==> config.mk <==
export PLATFORM = sky130hd
export DESIGN_NAME = fetch_queue_unit
export DESIGN_NICKNAME = d
export VERILOG_FILES = /design/src/rtl/fetch_queue_unit.sv
export SDC_FILE = /design/constraint.sdc
export NUM_CORES = 1
export LEC_CHECK = 0
export ABC_AREA = 1
export BUFFER_PORTS_ARGS = -buffer_cell sky130_fd_sc_hd__buf_4
export CAP_MARGIN = 40
export CORE_ASPECT_RATIO = 0.8
export CORE_MARGIN = 2
export CORE_UTILIZATION = 60
export DETAILED_ROUTE_END_ITERATION = 8
export GPL_TIMING_DRIVEN = 1
export PLACE_DENSITY = 0.87
export SLEW_MARGIN = 30
export SYNTH_ARGS = -nofsm -noshare
export SYNTH_HDL_FRONTEND = slang
export SYNTH_SLANG_ARGS = --single-unit
==> constraint.sdc <==
create_clock -name clk -period 6 [get_ports clk]
set_input_delay 0.6 -clock clk [delete_from_list [all_inputs] [get_ports clk]]
set_output_delay 0.6 -clock clk [all_outputs]
set_load 0.02 [all_outputs]
==> src/rtl/fetch_queue_unit.sv <==
// Instruction-fetch front end: PC register, combinational imem fetch and a
// DEPTH-entry queue of {instruction, pc} feeding decode. Supports decode
// stall (deq_ready) and a jump redirect that flushes the queue.
// Optional build macro: FETCH_BYPASS_EN -- when the queue is empty the fetched
// word is presented to decode in the same cycle and may be consumed directly.
module fetch_queue_unit #(
   parameter int unsigned W        = 32,
   parameter int unsigned DEPTH    = 4,
   parameter int unsigned PC_STEP  = 1,
   parameter logic [W-1:0] RESET_PC = '0
) (
   input  logic                         clk,
   input  logic                         rst,
   output logic [W-1:0]                 imem_addr,
   input  logic [W-1:0]                 imem_data,
   input  logic                         redirect_en,
   input  logic [W-1:0]                 redirect_pc,
   input  logic                         deq_ready,
   output logic                         inst_valid,
   output logic [W-1:0]                 inst,
   output logic [W-1:0]                 inst_pc,
   output logic [$clog2(DEPTH+1)-1:0]   q_count
);

   localparam int unsigned PTR_W = $clog2(DEPTH);
   localparam int unsigned CNT_W = $clog2(DEPTH+1);

   // Pointer arithmetic relies on natural wrap, so DEPTH must be a power of two.
   if (DEPTH < 2 || (DEPTH & (DEPTH - 1)) != 0) begin : g_bad_depth
      $error("fetch_queue_unit: DEPTH must be a power of two >= 2");
   end

   typedef struct packed {
      logic [W-1:0] inst;
      logic [W-1:0] pc;
   } entry_t;

   logic [W-1:0]     pc;
   entry_t           mem [DEPTH];
   logic [PTR_W-1:0] rd_ptr;
   logic [PTR_W-1:0] wr_ptr;
   logic [CNT_W-1:0] count;

   entry_t           head;
   logic             queue_empty;
   logic             queue_full;
   logic             deq_q;
   logic             fetch;
   logic             wr_en;
   logic             bypass_hit;

   assign imem_addr = pc;
   assign q_count   = count;

   // Head view, handshake decode and fetch/write enables.
   always_comb begin
      head        = mem[rd_ptr];
      queue_empty = (count == '0);
      queue_full  = (count == CNT_W'(DEPTH));
      inst_valid  = 1'b0;
      inst        = '0;
      inst_pc     = '0;
      bypass_hit  = 1'b0;
`ifdef FETCH_BYPASS_EN
      if (!queue_empty) begin
         inst_valid = 1'b1;
         inst       = head.inst;
         inst_pc    = head.pc;
      end else if (!redirect_en) begin
         // Empty queue: forward the word being fetched this cycle.
         inst_valid = 1'b1;
         inst       = imem_data;
         inst_pc    = pc;
         bypass_hit = deq_ready;
      end
`else
      if (!queue_empty) begin
         inst_valid = 1'b1;
         inst       = head.inst;
         inst_pc    = head.pc;
      end
`endif
      // Queue pop only; a bypass consume never touches the storage.
      deq_q = !queue_empty && deq_ready && !redirect_en;
      fetch = !redirect_en && (!queue_full || deq_q);
      wr_en = fetch && !bypass_hit;
   end

   // PC, pointers and occupancy; reset beats redirect, redirect beats traffic.
   always_ff @(posedge clk) begin
      if (!rst) begin
         pc     <= RESET_PC;
         rd_ptr <= '0;
         wr_ptr <= '0;
         count  <= '0;
      end else if (redirect_en) begin
         pc     <= redirect_pc;
         rd_ptr <= '0;
         wr_ptr <= '0;
         count  <= '0;
      end else begin
         if (fetch) pc     <= pc + W'(PC_STEP);
         if (wr_en) wr_ptr <= wr_ptr + PTR_W'(1);
         if (deq_q) rd_ptr <= rd_ptr + PTR_W'(1);
         if (wr_en && !deq_q)      count <= count + CNT_W'(1);
         else if (!wr_en && deq_q) count <= count - CNT_W'(1);
      end
   end

   // Queue storage; contents are only observed through count, so no reset.
   always_ff @(posedge clk) begin
      if (rst && wr_en) begin
         mem[wr_ptr] <= '{inst: imem_data, pc: pc};
      end
   end

endmodule

---- Word-level counts from Yosys, hierarchy flattened ----
Memory sizes are Yosys's and may differ from the RTL's. A register that Yosys moved wholly into a read port is not among the register bits.
Index checks and enable logic that the tools add are counted.
word-level totals
  register bits after elaboration ......... 39
  bits in latches ......................... 0
  bits in writable memories ............... 256
  bits in read-only memories .............. 0
  word-level logic and storage cells ...... 39
  memories kept ........................... 1
operators by class
  add/subtract/negate cells ............... 5
  multiply operators ...................... 0
  div/mod/pow operators ................... 0
  $lt $le $gt $ge ......................... 0
  equality and inequality tests ........... 1
  shift operators ......................... 0
  muxes and demuxes ....................... 11
  bitwise operators ....................... 1
  reduce and logical (&&, ||, !) cells .... 16
memory list
  name  words  width  read ports  clocked after memory_dff  write ports  line  RTL
  mem   4      64     1           1                         1            39    entry_t mem [DEPTH];
operator list
  cell                                                                 count
  32-bit 2-to-1 mux                                                    4
  32-bit by 1-bit adder with 32-bit output (second input constant)     1
  1-bit logical AND                                                    6
  3-bit 2-to-1 mux                                                     2
  1-bit zero test                                                      5
  2-bit by 1-bit adder with 2-bit output (second input constant)       2
  2-bit 2-to-1 mux                                                     2
  2-bit nonzero test                                                   2
  3-bit by 1-bit adder with 3-bit output (second input constant)       1
  3-bit equality test (second input constant)                          1
  3-bit zero test                                                      1
  1-bit 2-to-1 mux                                                     3
  3-bit by 1-bit subtractor with 3-bit output (second input constant)  1
  2-bit OR reduction                                                   1
  1-bit logical OR                                                     1
  1-bit inverter                                                       1

---- Longest topological paths before layout ----
  depth in word-level cells ............... 10
  depth in mapped cells ................... 14
  gate-level depth less buffers ........... 12

---- Least setup slack after synthesis ----
Ideal clock, no wire load.
  path kind ............................... in2reg
  start point ............................. input redirect_en
  end point ............................... memory mem[0][0] (netlist name) (enable)
  setup time .............................. 0.486 ns
  arrival time ............................ 3.724 ns
  path slack .............................. 1.790 ns
  stages .................................. 6
  path buffers ............................ 1
  path through ............................ buf_6 -> inv_4 -> nand2_2 -> nand3_2 -> nand2_1 -> nor2_1
on the way
  longest elaborated chain between the ends .. 7
ends and longest elaborated chain
  what                                        line    RTL
  start: declaration                          16      input logic redirect_en,
  1-bit zero test (*)                         84, 85
  1-bit logical AND                           84      deq_q = !queue_empty && deq_ready && !redirect_en;
  1-bit logical OR                            85      fetch = !redirect_en && (!queue_full || deq_q);
  1-bit logical AND (*)                       85
  1-bit logical AND (*)                       112     if (rst && wr_en) begin
  1-bit 2-to-1 mux (*)                        112
  1-bit 2-to-1 mux (implied by the code) (*)  113     mem[wr_ptr] <= '{inst: imem_data, pc: pc};
  end: declaration                            39
Every way passes the cells marked *; elsewhere a longest branch is shown, timed or not.

==> flow_summary.json <==
{
  "status": "completed",
  "use_met3": 0.0423,
  "placementRows": 47,
  "pre_cts_slack_ns": 2.55,
  "synth_cells": 1171,
  "ys_seq_area_frac": 0.680,
  "die_h_um": 133,
  "fillers": 1295,
  "final-hold-violation-count": 0,
  "worstPathRequired_ns": 5.40,
  "top_usage_layer": "met2",
  "synthToLayoutAreaGrowth_pct": 20.4,
  "clk_pin_slew_worst_paths_ns": 0.07,
  "drtIter0Drc": 1247,
  "dieArea_mm2": 0.0220,
  "drive_above_1_share": 0.196,
  "grt_use_met1": 0.410,
  "ios": 168,
  "drc_errors": 0,
  "reg2reg_slack_ns": 2.79,
  "final_util": 0.732,
  "routedWlPerCell_um": 19.8,
  "ys_warn_count": 0,
  "drv_cap": 0,
  "ys_ff_latch": 297,
  "power_leakage_nw": 5.61,
  "fp.dieW_um": 166,
  "fmax_mhz": 256,
  "cts_inserted_buffers": 29,
  "ctsHoldBuffers": 0,
  "worstMarginPinSlew_ns": 0.817,
  "synth_nets": 1246,
  "io_buffers": 167,
  "fin_crit_ns": 3.91,
  "crit_type": "reg -> out",
  "avgSynthCellArea_um2": 10.7,
  "vias_per_cell": 5.95,
  "vdd.ir_drop.worst_mv": 0.235,
  "cts_resized": 0,
  "period_share": 0.652,
  "place.gp.congestion": 0.947,
  "track_usage": 0.286,
  "cts_sinks": 297,
  "core_mm2": 0.0206,
  "clk_path_buf_depth": 3,
  "num_vias": 9609,
  "rsz0062_at_grt": "false",
  "antenna_left": 0,
  "grt-ovfl-total": 0,
  "powerDensity_mw_per_mm2": 313,
  "grt_pass1_vias": 9169,
  "cp_data_arrival_time_ns": 3.31,
  "synthDistinctLibCells": 35,
  "setup_violations": 0,
  "slew_headroom": 0.455,
  "synthesis.area_mm2": 0.0125,
  "crit_path_start_kind": "register",
  "crit_path_end_kind": "output pin",
  "worst_slack_ns": 2.09,
  "path_max_fanout": 70,
  "dr.pass1.iters": 5,
  "grt_max_degree": 77,
  "cts_setup_buffers": 0,
  "cts_root_buf": "clkbuf_16",
  "insertion_delay_ns": 0.55,
  "total_power_mw": 4.71,
  "fin_nets": 1398,
  "grt_pass1_wl_mm": 48.8,
  "timing.setup.tns_ns": 0,
  "ctsHtreeMaxLevel": 1,
  "use_met2": 0.455,
  "cts_tree": "yes",
  "drv_slew": 0,
  "drt-total-wl_mm": 32.0,
  "grt_antenna_before_repair": 0,
  "hpwl_mm": 19.4,
  "skew_ns": 0.0128,
  "num_antenna_cells": 0,
  "start_util": 0.608,
  "holdCritPathClass": "in -> reg"
}
-- cell type report --
| class | count | area [um^2] | area share |
|---|---|---|---|
| tap | 269 | 337 | 0.0223 |
| clock buffer | 38 | 790 | 0.0524 |
| inverter | 55 | 210 | 0.0139 |
| timing repair buffer | 181 | 1450 | 0.0960 |
| clock inverter | 16 | 226 | 0.0150 |
| multi-input combinational | 759 | 3550 | 0.236 |
| sequential | 297 | 8510 | 0.565 |
-- worst max-delay path, cell delays in order, from the launching register on --
cell	delay (ns)
dfxtp_4	0.72
clkinv_2	0.74
buf_4	0.58
o21ai_0	0.35
a21oi_1	0.15
buf_4	0.21
-- cell families (layout without fill, tap and decap cells) --
kind of cell / count (synthesis) / in the layout / synth area share
flip-flops: 297 / 297 / 0.680
adder cells (fa/ha/maj): 7 / 7 / 0.00760
buffers and inverters: 115 / 290 / 0.0392
AND/OR/NAND/NOR: 474 / 474 / 0.157
XOR/XNOR: 5 / 5 / 0.00350
AO/OA/AOI/OAI: 273 / 273 / 0.113
-- flip-flops by register name, indices dropped and copies added (netlist names), named ones only --
signal,count
mem,256
imem_addr,32
q_count,3
rd_ptr,2
wr_ptr,2
-- cells in the final DEF (no fill, tap or decap), drive strengths merged --
master,count
a21oi,92
a22oi,15
a31oi,5
and2,3
buf,181
bufinv,5
clkbuf,38
clkinv,8
clkinvlp,1
dfxtp,41
edfxtp,256
fa,1
ha,6
inv,57
nand2,117
nand3,37
nand3b,1
nand4,8
nor2,305
nor3,1
o21ai,158
o21bai,3
or2,2
xnor2,2
xor2,3
-- synthesized netlist by cell type --
library cell / instances / area, um^2
and2_1: 3 / 18.8
nor2_8: 1 / 20.0
xor2_1: 3 / 26.3
buf_1: 10 / 37.5
nor2_1: 292 / 1100
clkbuf_2: 1 / 5.00
clkbuf_1: 21 / 78.8
nand3_1: 36 / 180
nand4_1: 8 / 50.1
o21ai_1: 9 / 45.0
o21ai_0: 149 / 746
nor3_1: 1 / 5.00
dfxtp_1: 41 / 821
nand2_1: 109 / 409
buf_6: 2 / 22.5
nand3b_1: 1 / 7.51
inv_2: 5 / 18.8
o21bai_1: 3 / 22.5
a21oi_1: 92 / 460
nor2_2: 7 / 43.8
xnor2_1: 2 / 17.5
buf_4: 3 / 22.5
nand2_2: 7 / 43.8
nand3_2: 1 / 10.0
inv_1: 49 / 184
nor2_4: 5 / 56.3
inv_4: 1 / 6.26
fa_1: 1 / 20.0
a22oi_1: 15 / 113
or2_2: 2 / 12.5
buf_2: 23 / 115
a31oi_1: 5 / 31.3
nand2_4: 1 / 11.3
ha_1: 6 / 75.1
edfxtp_1: 256 / 7690
-- layer usage --
metal | wire [um] | part of all wire
met5 | 0 | 0
met4 | 861 | 0.027
met3 | 3450 | 0.11
met2 | 15200 | 0.48
met1 | 12400 | 0.39
-- path summary, 6_finish.rpt --
check             cells after the start                 endpoint                    start
setup reg to reg                     13  q_count[2]$_SDFFE_PP0P_  q_count[1]$_SDFFE_PP0P_
hold reg to reg                       1   wr_ptr[0]$_SDFFE_PP0N_   wr_ptr[0]$_SDFFE_PP0N_
hold / removal                        1     mem[0][46]$_DFFE_PP_            imem_data[14]
setup / recovery                      5                 inst[21]                 register
-- per-stage QoR --
stage / area [um^2] / hold WS, ns / instances
floorplan: 12500 / 0.436 / 1171
global placement: 13900 / 0.453 / 1556
detailed placement: 14000 / 0.503 / 1560
CTS: 15000 / 0.242 / 1614
global route: 15100 / 0.245 / 1615
finish: 15100 / 0.247 / 1615
-- power by group --
part	leakage (nW)	total (mW)	internal, mW	switching (mW)
Combinational	2.46	0.426	0.156	0.269
Clock	0.495	1.93	1.15	0.777
Sequential	2.66	2.36	2.30	0.0602
Total	5.61	4.71	3.61	1.11
Note: power is estimated with default switching activity, not from simulation.
